[config.mk]
export PLATFORM = sky130hd
export DESIGN_NAME = qspi_psram_ctrl
export DESIGN_NICKNAME = d
export VERILOG_FILES = /design/src/rtl/qspi_psram_pkg.sv /design/src/rtl/qspi_nibble_shifter.sv /design/src/rtl/qspi_psram_ctrl.sv
export SDC_FILE = /design/constraint.sdc
export NUM_CORES = 1
export LEC_CHECK = 0
export BUFFER_PORTS_ARGS = -buffer_cell sky130_fd_sc_hd__buf_2
export CORE_MARGIN = 2
export CORE_UTILIZATION = 24
export CTS_CLUSTER_DIAMETER = 40
export DETAILED_ROUTE_END_ITERATION = 6
export GPL_TIMING_DRIVEN = 1
export PLACE_DENSITY_LB_ADDON = 0.08
export SLEW_MARGIN = 20
export SYNTH_ARGS = -nofsm -noshare
export SYNTH_HDL_FRONTEND = slang
export SYNTH_SLANG_ARGS = --single-unit
export TNS_END_PERCENT = 100
[constraint.sdc]
create_clock -name clk -period 6.7 [get_ports clk]
set_input_delay 1.34 -clock clk [delete_from_list [all_inputs] [get_ports clk]]
set_output_delay 1.34 -clock clk [all_outputs]
set_load 0.005 [all_outputs]
[src/rtl/qspi_psram_pkg.sv]
// Shared constants and types for the QSPI PSRAM controller.
// Latency: n/a (declarations only).
// Backpressure: n/a.
// Contents: quad command opcodes, controller state enum, SPI-cycle counter width.
package qspi_psram_pkg;

  localparam logic [7:0] CMD_QREAD  = 8'h0B;
  localparam logic [7:0] CMD_QWRITE = 8'h02;

  // Wide enough for address nibbles, dummy cycles, up to 8 data nibbles and the CS guard.
  localparam int CNT_W = 5;

  typedef enum logic [2:0] {
    IDLE,
    CMD,
    ADDR,
    DUMMY,
    RDATA,
    WDATA,
    GUARD
  } state_t;

endpackage

[src/rtl/qspi_nibble_shifter.sv]
// 32-bit nibble shifter: emits cmd/addr/wdata MSB-nibble first, assembles read nibbles.
// Latency: nib_out is registered; rd_asm_nxt shows the assembly including this cycle's capture.
// Backpressure: none; the controller drives load/shift/cap once per SPI cycle.
// Ports: clk/rst; load+load_val, shift, clr (clear read assembly); cap+cap_nib+cap_idx
//        (read nibble index, high nibble first per byte, byte0 first); nib_out, rd_asm_nxt.
module qspi_nibble_shifter (
  input  logic        clk,
  input  logic        rst,
  input  logic        load,
  input  logic [31:0] load_val,
  input  logic        shift,
  input  logic        clr,
  input  logic        cap,
  input  logic [3:0]  cap_nib,
  input  logic [2:0]  cap_idx,
  output logic [3:0]  nib_out,
  output logic [31:0] rd_asm_nxt
);

  logic [31:0] sr;
  logic [31:0] rd_asm;
  logic [4:0]  cap_pos;

  // Nibble k belongs to byte k/2; even k is the high nibble of that byte.
  always_comb begin
    cap_pos    = {cap_idx[2:1], ~cap_idx[0], 2'b00};
    rd_asm_nxt = rd_asm;
    if (cap) rd_asm_nxt[cap_pos +: 4] = cap_nib;
  end

  always_ff @(posedge clk) begin
    if (rst) begin
      sr     <= '0;
      rd_asm <= '0;
    end else begin
      if (load)       sr <= load_val;
      else if (shift) sr <= {sr[27:0], 4'h0};
      if (clr) rd_asm <= '0;
      else     rd_asm <= rd_asm_nxt;
    end
  end

  assign nib_out = sr[31:28];

endmodule

[src/rtl/qspi_psram_ctrl.sv]
// Two-port (fetch/data) quad-SPI PSRAM controller; spi_clk = clk/2, quad read 0x0B / write 0x02.
// Latency: cs_n low 2*(2+ADDR_W/4+DUMMY_CYCLES+2N) clk for reads, 2*(2+ADDR_W/4+2N) for writes; response in first guard cycle.
// Backpressure: combinational readies, high only in IDLE after the CS guard; one ready at a time.
// Ports: clk/rst; f_req_* / f_rdata / f_rvalid fetch port; d_req_* / d_wdata / d_rdata / d_rvalid / d_wdone
//        data port; spi_clk, spi_cs_n, spi_data_out/oe/in to the PSRAM.
// Option: define QSPI_RR_ARB_EN for round-robin arbitration; default is data-over-fetch priority.
module qspi_psram_ctrl
  import qspi_psram_pkg::*;
#(
  parameter int ADDR_W         = 24,
  parameter int DUMMY_CYCLES   = 4,
  parameter int CS_HIGH_CYCLES = 2
) (
  input  logic              clk,
  input  logic              rst,
  input  logic              f_req_valid,
  input  logic [ADDR_W-1:0] f_req_addr,
  output logic              f_req_ready,
  output logic [31:0]       f_rdata,
  output logic              f_rvalid,
  input  logic              d_req_valid,
  input  logic              d_req_we,
  input  logic [ADDR_W-1:0] d_req_addr,
  input  logic [1:0]        d_req_len,
  input  logic [31:0]       d_wdata,
  output logic              d_req_ready,
  output logic [31:0]       d_rdata,
  output logic              d_rvalid,
  output logic              d_wdone,
  output logic              spi_clk,
  output logic              spi_cs_n,
  output logic [3:0]        spi_data_out,
  output logic [3:0]        spi_data_oe,
  input  logic [3:0]        spi_data_in
);

  localparam int ADDR_NIB = ADDR_W / 4;

  state_t             state;
  logic               phase;     // 0 = spi_clk low half, 1 = high half
  logic [CNT_W-1:0]   cnt;       // SPI cycles left in phase, or guard clks left
  logic               is_wr;
  logic               is_data;
  logic [1:0]         len;
  logic [31:0]        wdata_q;

  logic               idle_ok, d_prio, d_sel, acc_d, acc_f, accept;
  logic               cyc_end, addr_last;
  logic [ADDR_W-1:0]  req_addr;
  logic [23:0]        addr24;
  logic [7:0]         cmd_sel;
  logic [31:0]        wswap, sh_val, rd_nxt;
  logic               sh_load;
  logic [2:0]         last_idx, cap_idx;

`ifdef QSPI_RR_ARB_EN
  logic               last_data;
  assign d_prio = !last_data;
`else
  assign d_prio = 1'b1;
`endif

  // Arbitration: ready depends on valid so an idle high-priority port never blocks the other.
  assign idle_ok     = !rst && (state == IDLE);
  assign d_sel       = d_req_valid && (!f_req_valid || d_prio);
  assign d_req_ready = idle_ok && d_sel;
  assign f_req_ready = idle_ok && f_req_valid && !d_sel;
  assign acc_d       = d_req_valid && d_req_ready;
  assign acc_f       = f_req_valid && f_req_ready;
  assign accept      = acc_d || acc_f;

  assign req_addr  = acc_d ? d_req_addr : f_req_addr;
  assign addr24    = 24'(req_addr) << (24 - ADDR_W);
  assign cmd_sel   = (acc_d && d_req_we) ? CMD_QWRITE : CMD_QREAD;
  // Byte0 goes out first, each byte high nibble first.
  assign wswap     = {wdata_q[7:0], wdata_q[15:8], wdata_q[23:16], wdata_q[31:24]};

  // phase is only ever 1 in the bus-active states, so it marks the end of an SPI cycle.
  assign cyc_end   = phase;
  assign addr_last = (state == ADDR) && (cnt == '0);
  assign last_idx  = {len, 1'b1};
  assign cap_idx   = last_idx - cnt[2:0];
  assign sh_load   = accept || (cyc_end && addr_last && is_wr);
  assign sh_val    = accept ? {cmd_sel, addr24} : wswap;

  qspi_nibble_shifter u_shifter (
    .clk        (clk),
    .rst        (rst),
    .load       (sh_load),
    .load_val   (sh_val),
    .shift      (cyc_end),
    .clr        (accept),
    .cap        (cyc_end && (state == RDATA)),
    .cap_nib    (spi_data_in),
    .cap_idx    (cap_idx),
    .nib_out    (spi_data_out),
    .rd_asm_nxt (rd_nxt)
  );

  always_ff @(posedge clk) begin
    if (rst) begin
      state       <= IDLE;
      phase       <= 1'b0;
      cnt         <= '0;
      is_wr       <= 1'b0;
      is_data     <= 1'b0;
      len         <= '0;
      wdata_q     <= '0;
      spi_clk     <= 1'b0;
      spi_cs_n    <= 1'b1;
      spi_data_oe <= 4'h0;
      f_rvalid    <= 1'b0;
      d_rvalid    <= 1'b0;
      d_wdone     <= 1'b0;
      f_rdata     <= '0;
      d_rdata     <= '0;
`ifdef QSPI_RR_ARB_EN
      last_data   <= 1'b1;
`endif
    end else begin
      f_rvalid <= 1'b0;
      d_rvalid <= 1'b0;
      d_wdone  <= 1'b0;
      case (state)
        IDLE: begin
          if (accept) begin
            state       <= CMD;
            phase       <= 1'b0;
            cnt         <= CNT_W'(1);
            spi_cs_n    <= 1'b0;
            spi_data_oe <= 4'hF;
            is_data     <= acc_d;
            is_wr       <= acc_d && d_req_we;
            len         <= acc_d ? d_req_len : 2'd3;
            if (acc_d) wdata_q <= d_wdata;
`ifdef QSPI_RR_ARB_EN
            last_data   <= acc_d;
`endif
          end
        end
        GUARD: begin
          if (cnt == '0) state <= IDLE;
          else           cnt   <= cnt - 1'b1;
        end
        default: begin
          if (!phase) begin
            spi_clk <= 1'b1;
            phase   <= 1'b1;
          end else begin
            spi_clk <= 1'b0;
            phase   <= 1'b0;
            cnt     <= cnt - 1'b1;
            if (cnt == '0) begin
              case (state)
                CMD: begin
                  state <= ADDR;
                  cnt   <= CNT_W'(ADDR_NIB - 1);
                end
                ADDR: begin
                  if (is_wr) begin
                    state <= WDATA;
                    cnt   <= CNT_W'(last_idx);
                  end else begin
                    state       <= DUMMY;
                    spi_data_oe <= 4'h0;
                    cnt         <= CNT_W'(DUMMY_CYCLES - 1);
                  end
                end
                DUMMY: begin
                  state <= RDATA;
                  cnt   <= CNT_W'(last_idx);
                end
                default: begin
                  // End of RDATA/WDATA: release the bus and respond in the first guard cycle.
                  state       <= GUARD;
                  cnt         <= CNT_W'(CS_HIGH_CYCLES - 1);
                  spi_cs_n    <= 1'b1;
                  spi_data_oe <= 4'h0;
                  if (is_wr) begin
                    d_wdone <= 1'b1;
                  end else if (is_data) begin
                    d_rvalid <= 1'b1;
                    d_rdata  <= rd_nxt;
                  end else begin
                    f_rvalid <= 1'b1;
                    f_rdata  <= rd_nxt;
                  end
                end
              endcase
            end
          end
        end
      endcase
    end
  end

endmodule

# Yosys cells after proc, flatten, opt, wreduce, memory -nomap -nowiden

Cells that the tools add are included.

Register bits: 182
Input bits: 91
Output and inout bits: 79
Logic and storage cells: 115

Add/subtract/negate cells: 3
Equal/unequal tests: 11
Shift operators: 2
Multiplexer cells: 38
Bitwise operators: 8
Reductions and logical operators: 36

Operators with widths:

| cell                                                  | count |
|---|---|
| two-way mux 32 bit                                    | 4 |
| bitwise mux 32 bit                                    | 1 |
| variable shift 4 x 7 -> 32 bit (first input constant) | 1 |
| indexed part select 4 x 7 -> 32 bit                   | 1 |
| two-way mux 24 bit                                    | 1 |
| two-way mux 4 bit                                     | 5 |
| two-way mux 5 bit                                     | 4 |
| two-way mux 3 bit                                     | 6 |
| case mux 3 bit (3 select lines)                       | 2 |
| AND reduction 6 bit                                   | 3 |
| case mux 4 bit (2 select lines)                       | 2 |
| logical AND 1 bit                                     | 11 |
| case mux 5 bit (2 select lines)                       | 1 |
| OR reduction 9 bit                                    | 1 |
| two-way mux 1 bit                                     | 8 |
| NOT 1 bit                                             | 8 |
| OR reduction 8 bit                                    | 1 |
| negator 5 -> 7 bit                                    | 1 |
| equality test 3 x 2 -> 1 bit (second input constant)  | 2 |
| equality test 3 bit (second input constant)           | 2 |
| != test 2 bit (second input constant)                 | 3 |
| case mux 3 bit (2 select lines)                       | 1 |
| AND reduction 3 bit                                   | 2 |
| nonzero test 2 bit                                    | 3 |
| 17 further kinds                                      | 24 |

# Logic depth before layout (Yosys ltp)

Gate-level depths: netlist (run 1).

Depth after elaboration: 8
Depth in mapped cells: 9
Depth with buffers taken out: 9

# Modules after synthesis

From an unflattened synthesis (run 1), not the netlist that was laid out.

Cell total of the unflattened synthesis: 961
Area, all modules: 8,434.3 sq um

By module, submodules not included:

| module              | instances | cells an instance | area an instance (sq um) |
|---|---|---|---|
| qspi_psram_ctrl     | 1         | 659               | 5,222.5 |
| qspi_nibble_shifter | 1         | 302               | 3,211.8 |

# Worst setup path before layout (run 1)

No wires, ideal clock.

Path kind: in2out
From: input port rst
To: output port f_req_ready
Arrival time: 2.259 ns
Data required time: 5.360 ns
Path slack: 3.101 ns
Stages on the path: 4
Cells stage by stage: clkbuf_1 clkbuf_1 buf_1 nor3_1

Longest elaborated chain between the ends: 4

Ends and longest elaborated chain:

| what                            | line                  | source |
|---|---|---|
| start: declaration              | qspi_psram_ctrl.sv:15 | `input logic rst,` |
| zero test 1 bit                 | qspi_psram_ctrl.sv:64 | `assign idle_ok = !rst && (state == IDLE);` |
| logical AND 1 bit               | qspi_psram_ctrl.sv:64 |  |
| logical AND 1 bit (2 in series) | qspi_psram_ctrl.sv:67 | `assign f_req_ready = idle_ok && f_req_valid && !d_sel;` |
| end: declaration                | qspi_psram_ctrl.sv:18 | `output logic f_req_ready,` |

No other way between the ends.

# Worst setup path after layout (run 1)

From: input port rst
To: output port d_req_ready

Longest elaborated chain between the ends: 3

Ends and longest elaborated chain:

| what              | line                  | source |
|---|---|---|
| zero test 1 bit   | qspi_psram_ctrl.sv:64 |  |
| logical AND 1 bit | qspi_psram_ctrl.sv:64 |  |
| logical AND 1 bit | qspi_psram_ctrl.sv:66 | `assign d_req_ready = idle_ok && d_sel;` |
| end: declaration  | qspi_psram_ctrl.sv:26 | `output logic d_req_ready,` |

No other way between the ends.

==> impl_metrics.env, run 1 <==
export IMPL_vias=6961
export IMPL_drt_wl_total_um=26600
export IMPL_power_switching_share_pct=30.7
export IMPL_synth_edf_count=0
export IMPL_slew_violations=0
export IMPL_period_share_pct=62.5
export IMPL_holdPathStages=2
export IMPL_area_growth_pct=22.4
export IMPL_yosysTopAreaCellShare_pct=45.7
export IMPL_postRouteAntennaNets=0
export IMPL_routedWlPerCell_um=18.0
export IMPL_async_flop_share_pct=0
export IMPL_synth_most_common_cell="dfxtp_1"
export IMPL_post_cts_resized=0
export IMPL_io_buffers=169
export IMPL_p_seq_share_pct=45.5
export IMPL_core_um2=32400
export IMPL_postCtsSetupBuffers=0
export IMPL_numCtsBuffers=17
export IMPL_endpoint_kind="output port"
export IMPL_cts_hold_buffers=0
export IMPL_rows=66
export IMPL_ir_worst_vdd_mv=0.175
export IMPL_grt_total_usage_pct=15.9
export IMPL_cts_path_max_buffers=2
export IMPL_cap_viol_max_count=0
export IMPL_yosys_top_cells_count="dfxtp_1, nand2_1, nor2_1"
export IMPL_path_class="input pin to output port"
export IMPL_required_ns=5.36
export IMPL_drt_iter0_markers=364
export IMPL_pre_cts_slack_ns=2.48
export IMPL_grt_max_degree=70
export IMPL_p_leak_nw=3.55
export IMPL_place_area_um2=9050
export IMPL_startpoint="rst"
export IMPL_r2r_cells=7
export IMPL_status="complete, no violations"
export IMPL_clk_latency_ns=0.43
export IMPL_synth_seq_area_share_pct=45.7
export IMPL_whs_ns=0.462
export IMPL_first_global_vias=6990
export IMPL_crit_chain="buf_4 > nor4_2 > buf_4 > nand2_1 > buf_4 > inv_2 > buf_2"
export IMPL_cts_tree="done"
export IMPL_ys_flop_type="dfxtp_1"
export IMPL_die_area_um2=34100
export IMPL_reg2reg_slack_ns=3.19
export IMPL_final_design_area_no_fill_um2=9590
export IMPL_syn_area_um2=7840
export IMPL_synthTopCellsByArea="dfxtp_1, a211oi_1, nand2_1, nor2_1, o21ai_0"
export IMPL_finClkSkew_ns=0.0135
export IMPL_n_antenna_cell=0
export IMPL_fin_util_pct=29.6
export IMPL_arrival_ns=2.85
export IMPL_syn_inst=905
export IMPL_power_mw=2.55
export IMPL_r2r_start="cnt[2]"
export IMPL_cpMostUsedCell="buf_4"
export IMPL_drive_gt1_share_pct=25.1
export IMPL_comb_power_share_pct=16.7
export IMPL_io_pins=170
export IMPL_internal_power_mw=1.77
export IMPL_worst_pin_slew_ns=1.03
export IMPL_rsz0062_at_grt="false"
export IMPL_setup_viol=0
export IMPL_post_drt_via_cell_ratio=4.70
export IMPL_place_hpwl_um=18300
export IMPL_hold_viol=0
export IMPL_slowest_stage="buf_4"
export IMPL_relSlewSlack_pct=30.5
export IMPL_die_y_um=185
export IMPL_switching_power_mw=0.782
export IMPL_start_util_pct=24.2
export IMPL_hold_class="flip-flop to flip-flop"
export IMPL_nFillCells=3574
export IMPL_cts_root_buf="clkbuf_16"
export IMPL_antenna_found_initial=0
export IMPL_cp_max_fo=60
export IMPL_die_w_um=185
export IMPL_power_density_nw_per_um2=266
export IMPL_clkSlewWorstSetupHoldPaths_ns=0.07
export IMPL_ys_warn_count=0
export IMPL_clock_sinks=179
export IMPL_synth_area_leader_cell="dfxtp_1"
export IMPL_grt_pass1_wl_um=41600
export IMPL_setup_ws_ns=2.51
export IMPL_fmax_mhz=239
export IMPL_drc=0
export IMPL_gp_congestion=0.718
export IMPL_final_cells=1482
export IMPL_syn_avg_cell_area_um2=8.66
export IMPL_pwr_share_clk_pct=37.8
export IMPL_dp_cells=1451
export IMPL_synth_fp_nets=1004
export IMPL_globalRouteOverflowTotal=0
export IMPL_ys_seq_elements=179
export IMPL_crit_end="d_req_ready"
export IMPL_max_stage_delay_ns=0.52
export IMPL_ys_types=62
export IMPL_drt_pass1_iterations=5
export IMPL_fin_nets=1127
export IMPL_setup_tns_ns=0
export IMPL_start_kind="input pin"
export IMPL_htree_levels=4
export IMPL_r2r_end="d_rdata[16]"
export IMPL_finalCriticalPeriod_ns=4.19
[power by group through the flow]
stage | Combinational [mW] | Sequential, mW | Clock (mW)
2_1_floorplan | 0.303 | 1.16 | 0
3_3_place_gp | 0.434 | 1.18 | 0
3_5_place_dp | 0.431 | 1.18 | 0
4_1_cts | 0.432 | 1.16 | 0.998
5_1_grt | 0.477 | 1.17 | 1.04
6_report | 0.426 | 1.16 | 0.963
[logic make-up after synthesis]
family / synth area share [%]
and+or+nand+nor: 19.7
AOI/OAI and AO/OA: 23.0
DFF: 45.7
buffers and inverters: 5.44
muxes: 4.50
adders and majority gates: 1.28
xor gates and xnor gates: 0.319
[registers in the layout (all words and copies together) (netlist names), 2 cells and up]
signal and count:
d_rdata 32, len 2, state 3, u_shifter.rd_asm 32, u_shifter.sr 32, f_rdata 32, cnt 5, wdata_q 32
[worst min path at each step]
stage,from,endpoint,slack (ns)
floorplan,wdata_q[24],wdata_q[24],0.43
global placement,wdata_q[24],wdata_q[24],0.44
detailed placement,wdata_q[18],wdata_q[18],0.45
CTS,wdata_q[18],wdata_q[18],0.47
global route,wdata_q[8],wdata_q[8],0.48
finish,wdata_q[7],wdata_q[7],0.46
[metal layers]
| layer | global-route usage, % | wire (µm) |
|---|---|---|
| met3 | 3.24 | 1020 |
| met4 | 3.59 | 266 |
| met1 | 21.9 | 13000 |
| met5 | 0 | 0 |
| met2 | 25.4 | 12300 |
[layout by cell type (no fill, tap or decap), types with 22 or more instances in the layout]
master | netlist | final
a211oi_1 | 72 | 72
a311oi_1 | 22 | 22
dfxtp_1 | 179 | 178
mux2i_1 | 24 | 24
buf_2 | 8 | 168
nand3_1 | 28 | 28
a21oi_1 | 25 | 25
nand2_1 | 124 | 124
o21ai_0 | 53 | 53
nor2_1 | 114 | 114
[cell type report]
type	count	area [µm²]	area share, %
tap	442	553	5.77
timing repair buffer	187	983	10.3
clock buffer	19	443	4.62
clock inverter	12	98.8	1.03
inverter	18	67.6	0.704
multi-input combinational	625	3860	40.3
sequential	179	3580	37.4
[critical path: cells and delay by family]
kind | cells | cell delay, ns
buffers and inverters | 5 | 1.30
and+or+nand+nor | 2 | 0.15
(Power assumes the default switching activity.)
==> run 2, diff against run 1 <==
- ABC_AREA: unset -> 1
- clock period: 6.7 -> 3.55 ns (I/O delays scaled with it)
==> run 2 against run 1 <==
Final cell count up 21%. Non-clock buffer count up 5. Routed wire length down 3.6%. Combinational power rose to 5.2 times the previous value. Flip-flop and latch count unchanged. Power rose to 2.6 times the previous value. Clock-buffer cell count down 2. Global-route usage down 1.1 points. Worst setup slack worse by 1.8 ns. Register-to-register slack worse by 2.4 ns. Largest cell class unchanged. Highest routed layer is now met5.
==> impl_metrics.env, run 2 <==
export IMPL_r2r_cells=11
export IMPL_yosysTopAreaCellShare_pct=44.0
export IMPL_clkSlewWorstSetupHoldPaths_ns=0.08
export IMPL_register_area_um2=3580
export IMPL_place_area_um2=9400
export IMPL_synth_edf_count=0
export IMPL_status="complete, no violations"
export IMPL_hold_class="flip-flop to flip-flop"
export IMPL_io_pins=170
export IMPL_worst_pin_slew_ns=1.03
export IMPL_startpoint="cnt[0]"
export IMPL_ir_worst_vdd_mv=0.334
export IMPL_io_buffers=169
export IMPL_rsz0062_at_grt="false"
export IMPL_clk_latency_ns=0.43
export IMPL_crit_end="f_rdata[9]"
export IMPL_die_w_um=188
export IMPL_switching_power_mw=2.69
export IMPL_gp_congestion=0.766
export IMPL_drt_wl_total_um=25700
export IMPL_postCtsSetupBuffers=0
export IMPL_syn_area_um2=8140
export IMPL_grt_total_usage_pct=14.8
export IMPL_cp_max_fo=26
export IMPL_ys_types=34
export IMPL_drt_iter0_markers=329
export IMPL_period_share_pct=78.8
export IMPL_ys_seq_elements=179
export IMPL_drc=0
export IMPL_pwr_share_clk_pct=28.6
export IMPL_internal_power_mw=3.96
export IMPL_grt_pass1_wl_um=41600
export IMPL_die_area_um2=35400
export IMPL_power_density_nw_per_um2=666
export IMPL_fin_nets=1427
export IMPL_power_switching_share_pct=40.4
export IMPL_numCtsBuffers=17
export IMPL_p_leak_nw=4.75
export IMPL_start_kind="flip-flop"
export IMPL_final_cell_mix="nand2_1, dfxtp_1, buf_2"
export IMPL_async_flop_share_pct=0
export IMPL_postRouteAntennaNets=0
export IMPL_layout_commonest_cell="nand2_1"
export IMPL_crit_chain="inv_1 > ha_1 > nand4_1 > inv_2 > nand2_1 > clkinv_1 > buf_4 > nor2_1 > nor2_1 > nand2_1 > inv_1"
export IMPL_finalCriticalPeriod_ns=2.80
export IMPL_drt_pass1_iterations=5
export IMPL_path_class="flip-flop to flip-flop"
export IMPL_post_cts_resized=0
export IMPL_slew_violations=0
export IMPL_setup_tns_ns=0
export IMPL_antenna_found_initial=1
export IMPL_ys_flop_type="dfxtp_1"
export IMPL_holdPathStages=2
export IMPL_first_global_vias=7590
export IMPL_syn_avg_cell_area_um2=6.87
export IMPL_whs_ns=0.451
export IMPL_p_seq_share_pct=37.8
export IMPL_rows=67
export IMPL_synthTopCellsByArea="dfxtp_1, nand2_1, nand3_1, nor2_1, inv_1"
export IMPL_syn_inst=1185
export IMPL_multi_input_comb_area_um2=3730
export IMPL_synth_most_common_cell="nand2_1"
export IMPL_yosys_top_cells_count="nand2_1, dfxtp_1, nor2_1"
export IMPL_final_design_area_no_fill_um2=9990
export IMPL_die_y_um=188
export IMPL_finClkSkew_ns=0.0165
export IMPL_slowest_stage="clkinv_1"
export IMPL_fmax_mhz=358
export IMPL_comb_power_share_pct=33.6
export IMPL_post_drt_via_cell_ratio=4.34
export IMPL_max_stage_delay_ns=0.78
export IMPL_core_um2=33400
export IMPL_place_hpwl_um=18300
export IMPL_synth_seq_area_share_pct=44.0
export IMPL_relSlewSlack_pct=31.3
export IMPL_nFillCells=3766
export IMPL_drive_gt1_share_pct=18.6
export IMPL_r2r_start="cnt[0]"
export IMPL_r2r_end="f_rdata[9]"
export IMPL_synth_fp_nets=1284
export IMPL_cts_hold_buffers=0
export IMPL_cts_tree="done"
export IMPL_setup_viol=0
export IMPL_ys_warn_count=0
export IMPL_cap_viol_max_count=0
export IMPL_clock_sinks=179
export IMPL_routedWlPerCell_um=14.3
export IMPL_required_ns=3.88
export IMPL_reg2reg_slack_ns=0.75
export IMPL_htree_levels=4
export IMPL_hold_viol=0
export IMPL_power_mw=6.65
export IMPL_arrival_ns=3.13
export IMPL_synth_area_leader_cell="dfxtp_1"
export IMPL_n_antenna_cell=0
export IMPL_globalRouteOverflowTotal=0
export IMPL_endpoint_kind="flip-flop"
export IMPL_cts_path_max_buffers=2
export IMPL_area_growth_pct=22.8
export IMPL_cts_root_buf="clkbuf_16"
export IMPL_start_util_pct=24.3
export IMPL_vias=7763
export IMPL_grt_max_degree=84
-- run 2: area by class of cell --
class | count | area share (%)
clock buffers | 17 | 4.26
clock inverters | 15 | 1.69
inverters | 131 | 4.92
multi-input cells | 807 | 37.3
flip-flops and latches | 179 | 35.9
well taps | 448 | 5.61
repair buffers | 192 | 10.3
-- run 2: cells by family after synthesis --
group                      count (synthesis)  share of synthesized area, %
DFF                                      179                          44.0
AOI/OAI and AO/OA                        171                          11.2
and+or+nand+nor                          627                          33.1
adders and majority gates                  8                          1.23
buffers and inverters                    199                          10.3
xor gates and xnor gates                   1                         0.108
-- run 2: critical path, delay by kind of cell (launching register included) --
family | cells | cell delay [ns]
and+or+nand+nor | 5 | 0.60
adders and majority gates | 1 | 0.25
DFF | 1 | 0.38
buffers and inverters | 5 | 1.45
-- run 2: through the flow --
stage                     setup slack [ns]  std cells  util, %
after floorplan                       1.30       1185        -
after CTS                            0.633       1789     29.9
after global placement               0.698       1757     28.1
final                                0.754       1789     29.9
after detailed placement             0.632       1757     28.1
after global routing                 0.357       1789     29.9
-- run 2: power groups by stage --
stage,sequential (mW),clock [mW],combinational [mW]
2_1_floorplan,2.51,0,1.64
6_report,2.52,1.90,2.23
3_3_place_gp,2.57,0,2.29
4_1_cts,2.52,1.98,2.27
3_5_place_dp,2.56,0,2.26
5_1_grt,2.56,2.08,2.55
-- run 2: worst min-delay path by stage --
stage | startpoint | endpoint | slack (ns)
finish | wdata_q[2] | wdata_q[2] | 0.45
global route | d_wdata[22] | wdata_q[22] | 0.45
CTS | d_wdata[17] | wdata_q[17] | 0.44
detailed placement | wdata_q[2] | wdata_q[2] | 0.44
global placement | wdata_q[2] | wdata_q[2] | 0.44
floorplan | wdata_q[2] | wdata_q[2] | 0.42
-- run 2: metal layers --
metal  up-vias  wire length (µm)  track usage, %
li1       4101                 -               -
met1      3487             12900            20.3
met2       162             11500            23.6
met3        11              1120            3.29
met4         2               185            3.60
met5         -                16               0
==> run 3, diff against run 2 <==
- clock period: 3.55 -> 2.3 ns (I/O delays scaled with it)
==> run 3 against run 2 <==
Clock power up 62%. Die area unchanged. Sequential share of layout area decreased by 1.3 points. Largest cell class unchanged. Critical path depth unchanged. Largest power group is now combinational logic. Non-clock buffer count is 23 higher.
==> impl_metrics.env, run 3 (synthesis results as in run 2) <==
export IMPL_arrival_ns=2.61
export IMPL_required_ns=2.69
export IMPL_cap_viol_max_count=0
export IMPL_cts_hold_buffers=0
export IMPL_cts_tree="done"
export IMPL_io_buffers=169
export IMPL_ir_worst_vdd_mv=0.598
export IMPL_drt_wl_total_um=26600
export IMPL_post_drt_via_cell_ratio=4.36
export IMPL_comb_power_share_pct=35.9
export IMPL_switching_power_mw=4.26
export IMPL_final_cells=1812
export IMPL_antenna_found_initial=0
export IMPL_finClkSkew_ns=0.0127
export IMPL_cp_max_fo=11
export IMPL_endpoint_kind="flip-flop"
export IMPL_die_y_um=188
export IMPL_internal_power_mw=6.61
export IMPL_grt_total_usage_pct=15.0
export IMPL_die_w_um=188
export IMPL_area_growth_pct=27.5
export IMPL_start_kind="flip-flop"
export IMPL_htree_levels=4
export IMPL_dp_cells=1774
export IMPL_finalCriticalPeriod_ns=2.22
export IMPL_fmax_mhz=450
export IMPL_place_hpwl_um=18400
export IMPL_start_util_pct=24.3
export IMPL_power_density_nw_per_um2=1050
export IMPL_clk_latency_ns=0.44
export IMPL_status="complete, no violations"
export IMPL_r2r_cells=11
export IMPL_path_class="flip-flop to flip-flop"
export IMPL_slew_violations=0
export IMPL_pwr_share_clk_pct=28.3
export IMPL_io_pins=170
export IMPL_hold_class="input pin to flip-flop"
export IMPL_wl_met3_um=1050
export IMPL_drt_met1_wl_um=13400
export IMPL_p_seq_share_pct=35.7
export IMPL_numCtsBuffers=17
export IMPL_setup_viol=0
export IMPL_grt_max_degree=84
export IMPL_first_global_vias=7578
export IMPL_rsz0062_at_grt="true"
export IMPL_power_switching_share_pct=39.2
export IMPL_cts_path_max_buffers=2
export IMPL_fin_nets=1450
export IMPL_die_area_um2=35400
export IMPL_final_cell_mix="nand2_1, dfxtp_1, buf_2"
export IMPL_nFillCells=3725
export IMPL_n_antenna_cell=0
export IMPL_clock_sinks=179
export IMPL_rows=67
export IMPL_drive_gt1_share_pct=21.3
export IMPL_routedWlPerCell_um=14.7
export IMPL_clkSlewWorstSetupHoldPaths_ns=0.08
export IMPL_drt_pass1_iterations=5
export IMPL_layout_commonest_cell="nand2_1"
export IMPL_globalRouteOverflowTotal=0
export IMPL_postRouteAntennaNets=0
export IMPL_relSlewSlack_pct=31.6
export IMPL_vias=7907
export IMPL_drc=0
export IMPL_cts_root_buf="clkbuf_16"
export IMPL_drt_iter0_markers=430
export IMPL_p_leak_nw=4.92
export IMPL_power_mw=10.9
export IMPL_grt_pass1_wl_um=41700
export IMPL_core_um2=33400
export IMPL_worst_pin_slew_ns=1.03
export IMPL_holdPathStages=3
export IMPL_dr_wl_met2_um=11800
export IMPL_period_share_pct=96.6
export IMPL_gp_congestion=0.771
export IMPL_top_layer="met4"
export IMPL_hold_viol=0
run 3: cell count changes in the layout (fill, tap and decap cells not counted), sizes merged:
cell	previous run	this run
buf	192	213
clkinv	8	1
clkbuf	17	20
inv	136	139
bufinv	0	2
clkinvlp	2	3
run 3: area by class of cell:
class	count	area, µm²	area share [%]
clock inverter	14	164	1.58
timing repair buffer	215	1330	12.8
clock buffer	18	439	4.23
sequential	179	3580	34.5
tap	448	561	5.40
inverter	131	498	4.80
multi-input combinational	807	3800	36.6
run 3: layer usage:
layer  track usage (%)  vias up
li1                  -     4143
met1              20.9     3573
met2              23.2      168
met3              3.16       23
met4              4.27        0
met5                 0        -
run 3: path summary, 6_finish.rpt:
kind / endpoint / slack (ns) / startpoint
worst max-delay path: u_shifter.rd_asm[16] / 0.08 / len[0]
worst min-delay path: wdata_q[17] / 0.21 / d_wdata[17]
worst max register to register: u_shifter.rd_asm[16] / 0.08 / len[0]
worst min register to register: wdata_q[2] / 0.45 / wdata_q[2]
run 3: power by group through the flow:
stage               Clock [mW]  Sequential [mW]  Combinational, mW
finish                    3.08             3.89               3.91
global route              3.32             3.94               4.44
CTS                       3.18             3.89               3.86
detailed placement           0             3.96               3.83
global placement             0             3.97               3.84
floorplan                    0             3.87               2.54
run 3: repair_timing:
item,in CTS,in global routing
pin swaps,0,9
setup endpoints to repair,17,99
buffers inserted,0,4
resized for setup,2,33
gates cloned,0,2
run 3: stage by stage:
step	instance area [µm²]	setup slack, ns	setup TNS (ns)	util, %	hold slack [ns]
2_1_floorplan	8140	0.0469	0	-	0.425
3_5_place_dp	9610	-0.0232	-0.101	28.7	0.441
6_report	10400	0.0781	0	31.0	0.212
3_3_place_gp	9610	-0.00404	-0.00404	28.7	0.438
4_1_cts	10200	-0.0290	-0.138	30.6	0.190
5_1_grt	10400	-0.0901	-1.06	31.0	0.206
run 3: critical path, cell delays in order, from the launching register on:
cell	delay, ns
dfxtp_1	0.31
inv_1	0.04
ha_1	0.29
ha_1	0.21
ha_1	0.32
buf_6	0.15
nand3_1	0.08
nor2_1	0.14
nand2_2	0.15
buf_4	0.17
o21ai_2	0.16
and2_1	0.15
